`config.mk`:
```
export PLATFORM = sky130hd
export DESIGN_NAME = lsu_bus_master_flat
export DESIGN_NICKNAME = d
export VERILOG_FILES = /design/src/rtl/lsu_bus_master_if.sv /design/src/rtl/lsu_bus_master.sv /design/src/flat_wrapper.sv
export SDC_FILE = /design/constraint.sdc
export NUM_CORES = 1
export LEC_CHECK = 0
export CORE_MARGIN = 1
export CORE_UTILIZATION = 46
export CTS_CLUSTER_SIZE = 40
export DETAILED_ROUTE_END_ITERATION = 8
export PLACE_DENSITY = 0.85
export SYNTH_ARGS = -nofsm -noshare
export SYNTH_HDL_FRONTEND = slang
export SYNTH_SLANG_ARGS = --single-unit
```
`constraint.sdc`:
```
create_clock -name clk -period 4.8 [get_ports clk]
set_input_delay 1.44 -clock clk [delete_from_list [all_inputs] [get_ports clk]]
set_output_delay 1.44 -clock clk [all_outputs]
set_load 0.05 [all_outputs]
```
`src/rtl/lsu_bus_master_if.sv`:
```
// Split read/write valid/ready bus between the load/store master and data memory.
// Signal suffixes are from the master's point of view.
interface lsu_bus_master_if;
  logic [31:0] araddr_o;
  logic        arvalid_o;
  logic        arready_i;
  logic [31:0] rdata_i;
  logic [1:0]  rresp_i;
  logic        rvalid_i;
  logic        rready_o;
  logic [31:0] awaddr_o;
  logic        awvalid_o;
  logic        awready_i;
  logic [31:0] wdata_o;
  logic [3:0]  wstrb_o;
  logic        wvalid_o;
  logic        wready_i;
  logic [1:0]  bresp_i;
  logic        bvalid_i;
  logic        bready_o;

  modport master (
    output araddr_o, arvalid_o, rready_o, awaddr_o, awvalid_o, wdata_o, wstrb_o, wvalid_o,
           bready_o,
    input  arready_i, rdata_i, rresp_i, rvalid_i, awready_i, wready_i, bresp_i, bvalid_i
  );

  modport slave (
    input  araddr_o, arvalid_o, rready_o, awaddr_o, awvalid_o, wdata_o, wstrb_o, wvalid_o,
           bready_o,
    output arready_i, rdata_i, rresp_i, rvalid_i, awready_i, wready_i, bresp_i, bvalid_i
  );
endinterface

```
`src/rtl/lsu_bus_master.sv`:
```
// Load/store initiator: one request per transaction onto a split read/write bus, with
// byte-lane placement, misalignment rejection and load-data extension.
module lsu_bus_master (
  input  logic                    clk,
  input  logic                    rst,
  input  logic                    req_valid_i,
  output logic                    req_ready_o,
  input  logic                    req_wen_i,
  input  logic [31:0]             req_addr_i,
  input  logic [31:0]             req_wdata_i,
  input  logic [1:0]              req_size_i,
  input  logic                    req_unsigned_i,
  lsu_bus_master_if.master        bus,
  output logic                    done_o,
  output logic                    err_o,
  output logic [31:0]             rdata_o
);

  typedef enum logic [2:0] {StIdle, StAr, StR, StAwW, StB} state_e;

  state_e      r_state;
  logic [31:0] r_addr;
  logic [31:0] r_wdata;
  logic [3:0]  r_wstrb;
  logic [1:0]  r_size;
  logic        r_unsigned;
  logic        r_aw_done;
  logic        r_w_done;
  logic        r_done;
  logic        r_err;
  logic [31:0] r_rdata;

  logic        w_misaligned;
  logic [3:0]  w_strb_base;
  logic [31:0] w_shifted;
  logic [31:0] w_load;
  logic        w_aw_fin;
  logic        w_w_fin;

  always_comb begin
    w_misaligned = 1'b0;
    w_strb_base  = 4'b1111;
    unique case (req_size_i)
      2'd0: begin w_misaligned = 1'b0;              w_strb_base = 4'b0001; end
      2'd1: begin w_misaligned = req_addr_i[0];     w_strb_base = 4'b0011; end
      2'd2: begin w_misaligned = |req_addr_i[1:0];  w_strb_base = 4'b1111; end
      2'd3: begin w_misaligned = 1'b1;              w_strb_base = 4'b0000; end
    endcase
  end

  always_comb begin
    w_shifted = bus.rdata_i >> {r_addr[1:0], 3'b000};
    w_load    = w_shifted;
    unique case (r_size)
      2'd0:    w_load = {{24{~r_unsigned & w_shifted[7]}}, w_shifted[7:0]};
      2'd1:    w_load = {{16{~r_unsigned & w_shifted[15]}}, w_shifted[15:0]};
      default: w_load = w_shifted;
    endcase
  end

  // A channel counts as finished if it completed earlier or is handshaking right now.
  assign w_aw_fin = r_aw_done | bus.awready_i;
  assign w_w_fin  = r_w_done  | bus.wready_i;

  always_ff @(posedge clk or negedge rst) begin
    if (!rst) begin
      r_state    <= StIdle;
      r_addr     <= '0;
      r_wdata    <= '0;
      r_wstrb    <= '0;
      r_size     <= '0;
      r_unsigned <= 1'b0;
      r_aw_done  <= 1'b0;
      r_w_done   <= 1'b0;
      r_done     <= 1'b0;
      r_err      <= 1'b0;
      r_rdata    <= '0;
    end else begin
      r_done <= 1'b0;
      r_err  <= 1'b0;
      unique case (r_state)
        StIdle: begin
          if (req_valid_i) begin
            r_addr     <= req_addr_i;
            r_size     <= req_size_i;
            r_unsigned <= req_unsigned_i;
            r_wdata    <= req_wdata_i << {req_addr_i[1:0], 3'b000};
            r_wstrb    <= w_strb_base << req_addr_i[1:0];
            r_aw_done  <= 1'b0;
            r_w_done   <= 1'b0;
            if (w_misaligned) begin
              r_done  <= 1'b1;
              r_err   <= 1'b1;
              r_rdata <= '0;
            end else if (req_wen_i) begin
              r_state <= StAwW;
            end else begin
              r_state <= StAr;
            end
          end
        end
        StAr: begin
          if (bus.arready_i) r_state <= StR;
        end
        StR: begin
          if (bus.rvalid_i) begin
            r_state <= StIdle;
            r_done  <= 1'b1;
            r_err   <= |bus.rresp_i;
            r_rdata <= (|bus.rresp_i) ? 32'h0 : w_load;
          end
        end
        StAwW: begin
          if (bus.awready_i) r_aw_done <= 1'b1;
          if (bus.wready_i)  r_w_done  <= 1'b1;
          if (w_aw_fin && w_w_fin) r_state <= StB;
        end
        StB: begin
          if (bus.bvalid_i) begin
            r_state <= StIdle;
            r_done  <= 1'b1;
            r_err   <= |bus.bresp_i;
            r_rdata <= '0;
          end
        end
        default: r_state <= StIdle;
      endcase
    end
  end

  assign req_ready_o   = (r_state == StIdle);
  assign bus.arvalid_o = (r_state == StAr);
  assign bus.araddr_o  = r_addr;
  assign bus.rready_o  = (r_state == StR);
  assign bus.awvalid_o = (r_state == StAwW) && !r_aw_done;
  assign bus.awaddr_o  = r_addr;
  assign bus.wvalid_o  = (r_state == StAwW) && !r_w_done;
  assign bus.wdata_o   = r_wdata;
  assign bus.wstrb_o   = r_wstrb;
  assign bus.bready_o  = (r_state == StB);
  assign done_o        = r_done;
  assign err_o         = r_err;
  assign rdata_o       = r_rdata;

endmodule

```
`src/flat_wrapper.sv`:
```
// flat-port wrapper written by rule: the top's interface ports become plain ports
module lsu_bus_master_flat 
  (clk, rst, req_valid_i, req_ready_o, req_wen_i, req_addr_i, req_wdata_i, req_size_i, req_unsigned_i, done_o, err_o, rdata_o, bus_araddr_o, bus_arvalid_o, bus_rready_o, bus_awaddr_o, bus_awvalid_o, bus_wdata_o, bus_wstrb_o, bus_wvalid_o, bus_bready_o, bus_arready_i, bus_rdata_i, bus_rresp_i, bus_rvalid_i, bus_awready_i, bus_wready_i, bus_bresp_i, bus_bvalid_i);
  lsu_bus_master_if bus_i ();
  input  logic clk;
  input  logic rst;
  input  logic req_valid_i;
  output logic req_ready_o;
  input  logic req_wen_i;
  input  logic [31:0] req_addr_i;
  input  logic [31:0] req_wdata_i;
  input  logic [1:0] req_size_i;
  input  logic req_unsigned_i;
  output logic done_o;
  output logic err_o;
  output logic [31:0] rdata_o;
  output wire logic [$bits(bus_i.araddr_o)-1:0] bus_araddr_o;
  output wire logic [$bits(bus_i.arvalid_o)-1:0] bus_arvalid_o;
  output wire logic [$bits(bus_i.rready_o)-1:0] bus_rready_o;
  output wire logic [$bits(bus_i.awaddr_o)-1:0] bus_awaddr_o;
  output wire logic [$bits(bus_i.awvalid_o)-1:0] bus_awvalid_o;
  output wire logic [$bits(bus_i.wdata_o)-1:0] bus_wdata_o;
  output wire logic [$bits(bus_i.wstrb_o)-1:0] bus_wstrb_o;
  output wire logic [$bits(bus_i.wvalid_o)-1:0] bus_wvalid_o;
  output wire logic [$bits(bus_i.bready_o)-1:0] bus_bready_o;
  input wire logic [$bits(bus_i.arready_i)-1:0] bus_arready_i;
  input wire logic [$bits(bus_i.rdata_i)-1:0] bus_rdata_i;
  input wire logic [$bits(bus_i.rresp_i)-1:0] bus_rresp_i;
  input wire logic [$bits(bus_i.rvalid_i)-1:0] bus_rvalid_i;
  input wire logic [$bits(bus_i.awready_i)-1:0] bus_awready_i;
  input wire logic [$bits(bus_i.wready_i)-1:0] bus_wready_i;
  input wire logic [$bits(bus_i.bresp_i)-1:0] bus_bresp_i;
  input wire logic [$bits(bus_i.bvalid_i)-1:0] bus_bvalid_i;
  assign bus_araddr_o = bus_i.araddr_o;
  assign bus_arvalid_o = bus_i.arvalid_o;
  assign bus_rready_o = bus_i.rready_o;
  assign bus_awaddr_o = bus_i.awaddr_o;
  assign bus_awvalid_o = bus_i.awvalid_o;
  assign bus_wdata_o = bus_i.wdata_o;
  assign bus_wstrb_o = bus_i.wstrb_o;
  assign bus_wvalid_o = bus_i.wvalid_o;
  assign bus_bready_o = bus_i.bready_o;
  assign bus_i.arready_i = bus_arready_i;
  assign bus_i.rdata_i = bus_rdata_i;
  assign bus_i.rresp_i = bus_rresp_i;
  assign bus_i.rvalid_i = bus_rvalid_i;
  assign bus_i.awready_i = bus_awready_i;
  assign bus_i.wready_i = bus_wready_i;
  assign bus_i.bresp_i = bus_bresp_i;
  assign bus_i.bvalid_i = bus_bvalid_i;
  lsu_bus_master u_core (.clk(clk), .rst(rst), .req_valid_i(req_valid_i), .req_ready_o(req_ready_o), .req_wen_i(req_wen_i), .req_addr_i(req_addr_i), .req_wdata_i(req_wdata_i), .req_size_i(req_size_i), .req_unsigned_i(req_unsigned_i), .bus(bus_i), .done_o(done_o), .err_o(err_o), .rdata_o(rdata_o));
endmodule
```
Yosys cells after proc, flatten, opt, wreduce, memory -nomap -nowiden
Cells that the tools add are included.
- register bits after elaboration: 110
- bits of input ports: 112
- output and inout bits: 140
- logic and storage cells: 84
- equal/unequal tests: 17
- shift-type cells: 3
- multiplexer cells: 30
- bitwise logic cells: 5
- reduce and logical (&&, ||, !) cells: 18
- operators by type and width (kind ; number):
    32-bit 2-to-1 mux ; 5
    32-bit case mux with 3 select lines ; 1
    32-bit case mux with 2 select lines ; 1
    32-bit by 5-bit left shift with 32-bit output ; 1
    32-bit by 5-bit >> shifter with 32-bit output ; 1
    3-bit 2-to-1 mux ; 6
    4-bit case mux with 4 select lines ; 1
    3-bit case mux with 5 select lines ; 1
    2-bit by 1-bit != test with 1-bit output (second input constant) ; 5
    1-bit 2-to-1 mux ; 9
    2-bit != test (second input constant) ; 4
    3-bit by 2-bit == test with 1-bit output (second input constant) ; 2
    1-bit case mux with 3 select lines ; 2
    3-bit AND reduction ; 2
    6-bit AND reduction ; 1
    2-bit OR reduction ; 3
    5-bit AND reduction ; 1
    2-bit by 1-bit == test with 1-bit output (second input constant) ; 2
    2-bit == test (second input constant) ; 2
    2-bit logical NOT ; 2
    1-bit case mux with 2 select lines ; 2
    1-bit case mux with 4 select lines ; 1
    4-bit by 2-bit left shift with 4-bit output ; 1
    3-bit by 1-bit == test with 1-bit output (second input constant) ; 1
    11 further kinds ; 16

Logic depth before layout (Yosys ltp)
- depth in word-level cells: 6
- mapped depth: 8
- depth with buffers taken out: 6

Worst setup path after synthesis
Ideal clock, no wire load.
- path kind: flip-flop to output port
- from: reg u_core.r_state[1]
- to: out req_ready_o
- arrival time: 1.764 ns
- required time: 3.360 ns
- slack: 1.596 ns
- stages on the path, launching flop included: 3
- path buffers: 1
- cell sequence: dfrtp_1 > clkbuf_1 > nor3_1
- word-level cells in the longest chain between the ends: 1
- ends and longest elaborated chain (what ; line ; RTL):
    start: declaration ; lsu_bus_master.sv:21 ; state_e r_state;
    start signal: assignment ; lsu_bus_master.sv:67 ; r_state <= StIdle;
    start signal: assignment ; lsu_bus_master.sv:96 ; r_state <= StAwW;
    start signal: assignment ; lsu_bus_master.sv:98 ; r_state <= StAr;
    3-bit logical NOT ; lsu_bus_master.sv:131 ; assign req_ready_o = (r_state == StIdle);
    end: declaration ; flat_wrapper.sv:8 ; output logic req_ready_o;
No other way between the ends.

Final worst setup path
- from: reg u_core.r_state[1]
- to: out bus_bready_o
- word-level cells in the longest chain between the ends: 1
- ends and longest elaborated chain (what ; line ; RTL):
    3-bit == test ; lsu_bus_master.sv:140 ; assign bus.bready_o = (r_state == StB);
    end: declaration ; flat_wrapper.sv:25 ; output wire logic [$bits(bus_i.bready_o)-1:0] bus_bready_o;
No other way between the ends.

==> impl_metrics.ini <==
[timing]
tightest_slew_ns = 0.996
fin_crit_sh_pct = 77.6
slew_viol_final = 0
grt_setup_unrepaired = no
fin_crit_ns = 3.73
finalClockSkew_ns = 0.00785
finalHoldViolations = 0
fin_ws_ns = 1.07
relSlewSlack_pct = 33.4
finalSetupViolCount = 0
fin_tns_setup_ns = 0
clock.fmax_mhz = 268

[floorplan]
core_area_um2 = 12100
io_pins = 252
die_area_um2 = 12900
fp.dieH_um = 113
start_util_pct = 47.4
die_x_um = 113
rows = 40

[worst_setup_path]
worstPathCellList = nand2b_1, or2_2, inv_1, clkdlybuf4s50_1
cp_num_cells = 4
critPathArrivalTime_ns = 2.29
cpPeakStageDelay_ns = 0.79
crit_family = buffers and inverters
reg2reg_from = u_core.r_state[1]
end_kind = output pin
cpMaxStageDelayCell = clkdlybuf4s50_1
cp-start-kind = register
critPathMaxFanout = 14
cp-endpoint = bus_bready_o
rrSetupSlack_ns = 2.44
r2r_end = u_core.bus.wdata_o[16]
reg2reg_depth = 5
crit_start = u_core.r_state[1]
timing_worst_setup_path_type = register to output pin
worstPathRequired_ns = 3.36
critical_path_buf_inv_count = 2

[min_path]
hold_path_class = register to register
min-delay-start = u_core.bus.wdata_o[3]

[synth]
synth_nets = 721
avgSynthCellArea_um2 = 9.46
yosysTopAreaCell = dfrtp_1
synth_common_cells = nand2_1, dfrtp_1, clkbuf_1, mux2i_1, buf_4
yosys.area.top_type_share_pct = 48.2
yosysSeqAreaShare_pct = 48.2
yosys-top-cells-area = dfrtp_1, nand2_1, mux2i_1, buf_4, a32o_1
async_flop_share_pct = 100
yosysUniqueCellTypes = 42
syn_area_um2 = 5710
synth.most_common_cell = nand2_1
synth_edf_count = 0
yosys_warnings = 0
synth_ff_type = dfrtp_1
ys_seq_elements = 110
syn_inst = 604

[routing]
first_iter_violations = 282
viasPerCell = 5.36
drc = 0
wl_mm = 17.0
wl_per_cell_um = 17.5
num_vias = 5200
first_pass_iters = 5
ant_nets = 0

[cts]
cts_tree = done
clk_pin_slew_ns = 0.07
postCtsResizedCells = 0
cts-hold-fix-buffers = 0
cts.root.buffer_cell = clkbuf_16
htreeDepth = 3
cts_buffers = 9
clock_path_buffers = 2
postCtsSetupBuffers = 0
clkSinkCount = 110
clock_latency_ns = 0.35

[power]
p_per_area_nw_per_um2 = 733
comb_power_share_pct = 62.9
peakVddDrop_v = 0.000561
p_int_mw = 2.90
p_clk_share_pct = 11.5
p_switching_mw = 3.23
pwr-share-seq_pct = 25.5
swShare_pct = 52.7
cellLeakagePower_nw = 3.67
fin_total_pwr_mw = 6.13

[placement]
place.gp.congestion = 0.904
pre_cts_ws_ns = 0.994
dpl.hpwl_mm = 12.2
portBuffers = 251

[cells_and_area]
area_growth_pct = 46.3
final_nets = 915
drive_gt1_share_pct = 5.36

[grt]
grt.overflow.total = 0
grt_pass1_vias = 5327
grt_max_degree = 60
grt_pass1_wl_mm = 26.9
grt.total_usage_pct = 27.0
grt_antenna_before_repair = 1

[run]
maxCapViolCount = 0

[status]
status = completed
[placed cells by master, fill, tap and decap left out, types with 3 or more instances in the layout]
cell type and count:
clkdlybuf4s50_1 250, nand2_1 160, dfrtp_1 110, mux2i_1 36, a21oi_1 28, o21ai_0 25
a32o_1 23, nor2_1 19, nor2b_1 18, o2bb2ai_1 16, buf_4 11, a211oi_1 10
mux2_2 10, inv_1 9, o31ai_1 9, clkbuf_16 9, nand3_1 8, a211o_1 7
ha_1 5, nor3_1 3, clkinv_2 3
[cells by family after synthesis]
family	after synthesis	synth area share (%)
compound gates	133	17.2
fa+ha+maj	5	1.09
simple gates	222	16.8
mux	47	8.67
buf+inv	87	8.10
flops	110	48.2
[state kept, by name, indices dropped and copies added (netlist names)]
signal               flops
u_core.bus.araddr_o     32
u_core.bus.wdata_o      32
u_core.r_size            2
u_core.err_o             1
u_core.r_state           3
u_core.bus.wstrb_o       4
u_core.r_w_done          1
u_core.r_aw_done         1
u_core.r_unsigned        1
u_core.done_o            1
u_core.rdata_o          32
[cell type report]
| type | instances | area [um2] |
|---|---|---|
| Antenna cell | 1 | 2.50 |
| Clock buffer | 11 | 253 |
| Clock inverter | 4 | 22.5 |
| Fill cell | 935 | 3700 |
| Inverter | 9 | 33.8 |
| Multi-Input combinational cell | 407 | 2500 |
| Sequential cell | 110 | 2750 |
| Tap cell | 168 | 210 |
| Timing Repair Buffer | 261 | 2580 |
[worst min-delay path, delay by kind of cell (launching register included)]
| family | cells | cell delay [ns] |
|---|---|---|
| and+or+nand+nor | 2 | 0.10 |
| DFF | 1 | 0.34 |
[routing by layer]
metal	vias to the layer above	routed length (um)	GRT usage (%)
li1	2453	-	-
met1	2501	6710	32.4
met2	221	8440	46.1
met3	25	1480	7.70
met4	0	325	10.4
met5	-	0	0
[metrics by stage]
step | area [um2] | utilization [%] | hold WS, ns | instances
floorplan | 5710 | - | 0.514 | 604
global placement | 8080 | 67.0 | 0.453 | 955
detailed placement | 8080 | 67.0 | 0.460 | 955
CTS | 8360 | 69.3 | 0.482 | 970
global route | 8360 | 69.3 | 0.504 | 970
finish | 8360 | 69.3 | 0.476 | 971
[power by group through the flow]
stage	Clock [mW]	Combinational [mW]	Sequential [mW]
final	0.706	3.86	1.57
after global routing	0.756	4.05	1.62
after CTS	0.719	3.87	1.57
after detailed placement	0	3.86	1.57
after global placement	0	3.80	1.56
after floorplan	0	1.66	2.60
[how the worst min path moves through the flow]
stage	slack (ns)	cells past startpoint	to
floorplan	0.51	2	u_core.r_unsigned
global placement	0.45	2	u_core.bus.wdata_o[7]
detailed placement	0.46	2	u_core.bus.wdata_o[1]
CTS	0.48	2	u_core.bus.araddr_o[1]
global route	0.50	1	u_core.rdata_o[12]
finish	0.48	2	u_core.bus.wdata_o[3]
Note: power is estimated with default switching activity, not from simulation.
